--- src/rtl/fetch_ctrl.sv ---
// Program-counter sequencer: IDLE -> RUN -> HALTED, with halt > branch > increment priority.
// Optional macro PROG_SEQ_EN rotates through three program start addresses on each restart.
module fetch_ctrl #(
  parameter int PC_W        = 10,
  parameter int PROG1_START = 0,
  parameter int PROG2_START = 100,
  parameter int PROG3_START = 200
) (
  input  logic            clk,
  input  logic            reset,
  input  logic            start,
  input  logic            stall,
  input  logic            branch_en,
  input  logic            branch_rel,
  input  logic [PC_W-1:0] branch_tgt,
  input  logic            halt,
  output logic [PC_W-1:0] pc_out,
  output logic            fetch_valid,
  output logic            done,
  output logic [1:0]      prog_id
);

  typedef enum logic [1:0] {IDLE, RUN, HALTED} state_t;

  typedef struct packed {
    logic            en;
    logic            rel;
    logic [PC_W-1:0] tgt;
  } br_req_t;

  state_t          state_q, state_d;
  logic [PC_W-1:0] pc_q, pc_d;
  logic [1:0]      prog_q, prog_d, prog_nxt;
  br_req_t         br;
  logic [PC_W-1:0] rel_off, br_pc;

  function automatic logic [PC_W-1:0] start_addr(input logic [1:0] id);
    case (id)
      2'd1:    return PC_W'(PROG2_START);
      2'd2:    return PC_W'(PROG3_START);
      default: return PC_W'(PROG1_START);
    endcase
  endfunction

`ifdef PROG_SEQ_EN
  assign prog_nxt = (prog_q == 2'd2) ? 2'd0 : prog_q + 2'd1;
`else
  assign prog_nxt = 2'd0;
`endif

  assign br.en  = branch_en;
  assign br.rel = branch_rel;
  assign br.tgt = branch_tgt;

  // Relative offset is the low byte sign-extended; the add wraps naturally at PC_W.
  assign rel_off = PC_W'($signed(br.tgt[7:0]));
  assign br_pc   = br.rel ? pc_q + rel_off : br.tgt;

  always_ff @(posedge clk or negedge reset) begin
    if (!reset) begin
      state_q <= IDLE;
      pc_q    <= PC_W'(PROG1_START);
      prog_q  <= 2'd0;
    end else begin
      state_q <= state_d;
      pc_q    <= pc_d;
      prog_q  <= prog_d;
    end
  end

  always_comb begin
    state_d = state_q;
    pc_d    = pc_q;
    prog_d  = prog_q;
    case (state_q)
      IDLE: begin
        pc_d = start_addr(prog_q);
        if (start) state_d = RUN;
      end
      RUN: begin
        // stall freezes everything; halt outranks any branch in the same cycle
        if (!stall) begin
          if (halt)       state_d = HALTED;
          else if (br.en) pc_d    = br_pc;
          else            pc_d    = pc_q + PC_W'(1);
        end
      end
      HALTED: begin
        if (start) begin
          state_d = RUN;
          prog_d  = prog_nxt;
          pc_d    = start_addr(prog_nxt);
        end
      end
      default: state_d = IDLE;
    endcase
  end

  always_comb begin
    pc_out      = pc_q;
    prog_id     = prog_q;
    fetch_valid = (state_q == RUN);
    done        = (state_q == HALTED);
  end

endmodule

--- config.mk ---
export PLATFORM = sky130hd
export DESIGN_NAME = fetch_ctrl
export DESIGN_NICKNAME = d
export VERILOG_FILES = /design/src/rtl/fetch_ctrl.sv
export SDC_FILE = /design/constraint.sdc
export NUM_CORES = 1
export LEC_CHECK = 0
export ABC_CLOCK_PERIOD_IN_PS = 5820
export BUFFER_PORTS_ARGS = -buffer_cell sky130_fd_sc_hd__buf_4
export CORE_UTILIZATION = 57
export CTS_BUF_LIST = sky130_fd_sc_hd__clkbuf_16
export CTS_CLUSTER_DIAMETER = 150
export DETAILED_ROUTE_END_ITERATION = 7
export GPL_TIMING_DRIVEN = 0
export PLACE_DENSITY = 0.84
export SYNTH_ARGS = -nofsm -noshare
export SYNTH_HDL_FRONTEND = slang
export SYNTH_SLANG_ARGS = --single-unit
--- constraint.sdc ---
create_clock -name clk -period 5.82 [get_ports clk]
set_input_delay 1.164 -clock clk [delete_from_list [all_inputs] [get_ports clk]]
set_output_delay 1.164 -clock clk [all_outputs]
set_load 0.02 [all_outputs]
After elaboration in Yosys (flattened, before gate mapping)
Index checks and enable logic that the tools add are counted.
- output and inout port bits: 14
- register bits: 12
- eq/ne operators: 7
- multiplexer cells: 10
- add/sub/neg operators: 2
- reduce and logical (&&, ||, !) cells: 5
- operators by type and width (cell ; count):
    10-bit 2-to-1 mux ; 5
    10-bit case mux with 3 select lines ; 1
    10-bit by 1-bit adder with 10-bit output, second input constant ; 1
    10-bit adder ; 1
    2-bit != test, second input constant ; 4
    2-bit 2-to-1 mux ; 3
    2-bit case mux with 2 select lines ; 1
    4-bit AND reduction ; 1
    3-bit AND reduction ; 1
    3-bit nonzero test ; 1
    2-bit by 1-bit equality test with 1-bit output, second input constant ; 1
    2-bit equality test, second input constant ; 1
    2-bit zero test ; 1
    2-bit by 1-bit != test with 1-bit output, second input constant ; 1
    2-bit OR reduction ; 1

Longest topological paths before layout
- depth after elaboration: 6
- mapped depth: 9
- gate-level depth less buffers: 9

Worst setup path after synthesis
OpenSTA, ideal clock, no wires.
- path kind: input to register
- from: input port branch_tgt[0]
- to: register pc_q[6], in the netlist pc_out[6]
- slack: 3.110 ns
- buffers on the path: 0
- stages on the path: 9
- arrival time: 2.623 ns
- cells stage by stage: ha_1 inv_1 fa_1 nor2b_1 o21ai_1 a21oi_1 mux2i_1 o221ai_1 o211ai_1
- word-level cells in the longest chain between the ends: 6
- ends and longest elaborated chain (item ; RTL line ; text):
    start, declared ; 15 ; input logic [PC_W-1:0] branch_tgt,
    10-bit adder ; 57 ; assign br_pc = br.rel ? pc_q + rel_off : br.tgt;
    10-bit 2-to-1 mux ; 57 ;
    10-bit 2-to-1 mux ; 84 ; else if (br.en) pc_d = br_pc;
    10-bit 2-to-1 mux ; 83 ; if (halt) state_d = HALTED;
    10-bit 2-to-1 mux ; 82 ; if (!stall) begin
    10-bit case mux with 3 select lines ; 75 ; case (state_q)
    end signal, assigned ; 62 ; pc_q <= PC_W'(PROG1_START);
    end signal, assigned ; 66 ; pc_q <= pc_d;
    end, declared ; 32 ; logic [PC_W-1:0] pc_q, pc_d;
No other way between the ends. The select of a mux whose other input is x is not followed.
A chain may end at the register's enable or synchronous reset.

Final worst setup path
Ends and elaborated chain as after synthesis.

==> out/results.tsv <==
metric	value	unit
sequential area share after synthesis	0.2379	
Net Sw Frac	0.3878	
std cell rows	16	
port bufs	28	
CTS clk-pin slew, worst paths	0.04	ns
GRT Residual Overflow	0	
max-cap violations	0	
die outline width	49.06	um
detailed router's first-iteration violation count	35	
worst setup slack before clock tree synthesis	2.768	ns
IR Drop Worst-Case VDD	0.0004066	V
cell area power density	293.3	mW/mm^2
cell internal pwr	285.3	uW
Synth Register Bits	12	
ranking of synthesized cells by area	dfrtp_1 24%, ha_1 9.9%, o21ai_1 4.4%, xnor2_1 4.2%, a21oi_1 4.0%	
detailed-routing iteration count for the pre-antenna-repair pass	4	
post-route ant nets	0	
Tcrit/Tclk final	0.4843	
number of cells upsized or downsized after cts	0	
total routing usage reported by global routing	0.2979	
ordered list of cells on the worst path	buf_4, ha_1, inv_1, fa_1, nor2b_1, o21ai_1, a21oi_1, mux2i_1, o221ai_1, o211ai_1	
Root Driver	clkbuf_16	
area fraction in compound gates after synthesis	0.2785	
Net Sw Power	180.8	uW
leakage power total	0.7465	nW
final count of pins violating max slew	0	
kind of start point of the critical path	input port	
worst endpoint required time	5.98	ns
number of vias after detailed routing	1316	
part of the power in registers	0.268	
number of top-level pins	31	
fin nets	218	
CTS Hold Buffers Added	0	
commonest non-fill, non-tap cell in the layout	buf_4	
Hold Fails Final Rpt	0	
main combinational cell family by area after synthesis	compound AO/OA/AOI/OAI gates	
total placed cells including tap cells	212	
Worst Setup End Kind	register	
proportion of synthesized flip-flops having asynchronous set or reset	1.000	
arithmetic-cell share of the synthesized area counting full adders, half adders and majority gates	0.1150	
outcome	completed	
share of the synthesized netlist area taken by xor and xnor gates	0.06244	
starting density of the core	0.6244	
initial antenna violation count	0	
Fmax	0.3548	GHz
simple-gate portion of the synthesized area	0.1952	
maximum fanout count along the critical path	3	
RSZ-0062 raised after global routing	no	
setup-violating endpoint count in the final report	0	
number of remaining DRC errors	0	
Bufs on Longest Clock Path	2	
category of cells accounting for the largest share of critical-path delay	adder cells	
via count of the first global-routing pass	1223	
data arrival time of the critical path	2.98	ns
maximum number of pins on one net before global-route repair	13	
die height	49.06	um
most used flip-flop cell after synthesis	dfrtp_1	
DP HPWL	2467	um
commonest cells after routing, fill and taps aside	30 x buf_4, 12 x dfrtp_1, 11 x nor2_1, 11 x o21ai_1	
worst min-delay path class	reg -> reg	
Routed Wire Length	3139	um
routability-driven placement congestion ratio	0.8761	
Final WS setup	3.001	ns
count of clock tree sinks	12	
layout cell share with drive strength beyond 1	0.2275	
Syn Std Cell Area	0.001262	sq mm
number of CTS-inserted buffers	3	
count of mapped cells out of synthesis	156	
Core Region	0.002022	sq mm
final period demand of the worst path	2.819	ns
critical path class	in -> reg	
share of the synthesized area in the top cell type	0.2379	
multiplexer share of the synthesized area	0.05352	
Routed WL per cell	14.53	um
Area growth, synth to finish	25.87	%
combinational share of power	0.460	
number of synthesis warnings	0	
Register-to-Register Setup Slack	3.51	ns
Setup TNS	0	ns
Post-Layout Cell Count	216	
buffers and inverters on the worst path	2	
CTS tree	built	
area leader, netlist	dfrtp_1	
number of levels the H-tree was split into	1	
diode insertion count for antenna repair	0	
syn avg cell area	8.093	sq um
area of the die	0.002407	sq mm
EDFF count, synth	0	
number of vias per cell	6.093	
clock skew	0.003662	ns
unique cell type count in the Yosys netlist	47	
part of the total power dissipated in the clock network	0.272	
worst-path cell with the longest stage delay	fa_1	
first-pass GRT wire length	5416	um
Post-CTS Repair Setup Buffers	0	
Worst path max stage delay	0.41	ns
Clk Latency, worst-skew pair	0.24	ns
-- registers in the layout (all words and copies together), names as in the netlist --
| signal | count |
|---|---|
| pc_out | 10 |
| state_q | 2 |
-- routing by layer --
layer / GRT usage / share of wire / vias to the layer above
li1: - / - / 642
met1: 0.3851 / 0.45 / 617
met2: 0.5046 / 0.47 / 51
met3: 0.03115 / 0.053 / 6
met4: 0.1176 / 0.019 / 0
met5: 0 / 0 / -
-- path summary, 6_finish.rpt --
| check | from | end | cells past startpoint |
|---|---|---|---|
| max | branch_tgt[0] | pc_out[6]$_DFFE_PN0P_ | 10 |
| min in group asynchronous | reset | pc_out[1]$_DFFE_PN0P_ | 1 |
| min | state_q[0]$_DFFE_PN0P_ | state_q[0]$_DFFE_PN0P_ | 1 |
| max reg2reg | pc_out[0]$_DFFE_PN0P_ | pc_out[6]$_DFFE_PN0P_ | 9 |
| max in group asynchronous | reset | pc_out[8]$_DFFE_PN0P_ | 1 |
| min reg2reg | state_q[0]$_DFFE_PN0P_ | state_q[0]$_DFFE_PN0P_ | 1 |
-- worst reg2reg max path, cell delays in order, from the launching register on --
cell and delay (ns):
dfrtp_1 0.44, ha_1 0.26, inv_1 0.08, fa_1 0.41, nor2b_1 0.12, o21ai_1 0.08
a21oi_1 0.23, mux2i_1 0.31, o221ai_1 0.17, o211ai_1 0.12
-- cell families after synthesis --
| group | Yosys count |
|---|---|
| compound gates | 52 |
| simple gates | 49 |
| buf+inv | 16 |
| flops | 12 |
| fa+ha+maj | 11 |
| xor+xnor | 9 |
| mux | 6 |
| other cells | 1 |
-- cell usage after synthesis, types with 2 or more instances --
| master | count |
|---|---|
| nand2b_1 | 2 |
| buf_4 | 2 |
| dfrtp_1 | 12 |
| nor2_1 | 11 |
| nor2b_1 | 3 |
| o21ai_1 | 11 |
| nand2_1 | 9 |
| xor2_1 | 3 |
| mux2i_1 | 3 |
| clkbuf_1 | 3 |
| a21oi_1 | 10 |
| nor3b_1 | 3 |
| a21o_1 | 3 |
| o41ai_1 | 2 |
| xnor2_1 | 6 |
| a221oi_1 | 2 |
| ha_1 | 10 |
| nand3_1 | 9 |
| and3_1 | 2 |
| nor3_1 | 6 |
| o21ai_0 | 9 |
| inv_1 | 9 |
| o211ai_1 | 2 |
-- stage by stage --
stage / power (mW) / utilization / cell area [sq um] / hold WS [ns]
after floorplan: 0.2684 / - / 1266 / 0.5251
after global placement: 0.3302 / 0.7469 / 1510 / 0.5559
after detailed placement: 0.3367 / 0.7469 / 1510 / 0.5728
after CTS: 0.4645 / 0.7859 / 1589 / 0.5783
after global routing: 0.4948 / 0.7859 / 1589 / 0.6257
final: 0.4661 / 0.7859 / 1589 / 0.5918
-- layout make-up --
class                      count  area [sq um]
buffer                         6         31.28
clock buffer                   3         75.07
clock inverter                 1         3.754
fill                         132         432.9
inverter                      10         37.54
multi-input combinational    129         897.1
sequential                    12         300.3
tap                           27         33.78
timing repair buffer          28         210.2
-- power by group through the flow --
stage                     Combinational, mW  Sequential, mW  Clock [mW]
after CTS                             0.214           0.124       0.127
final                                 0.214           0.125       0.127
after floorplan                       0.135           0.133           0
after detailed placement              0.212           0.125           0
after global placement                0.206           0.124           0
after global routing                  0.235           0.129       0.131
Power figures use the tool's default switching activity.
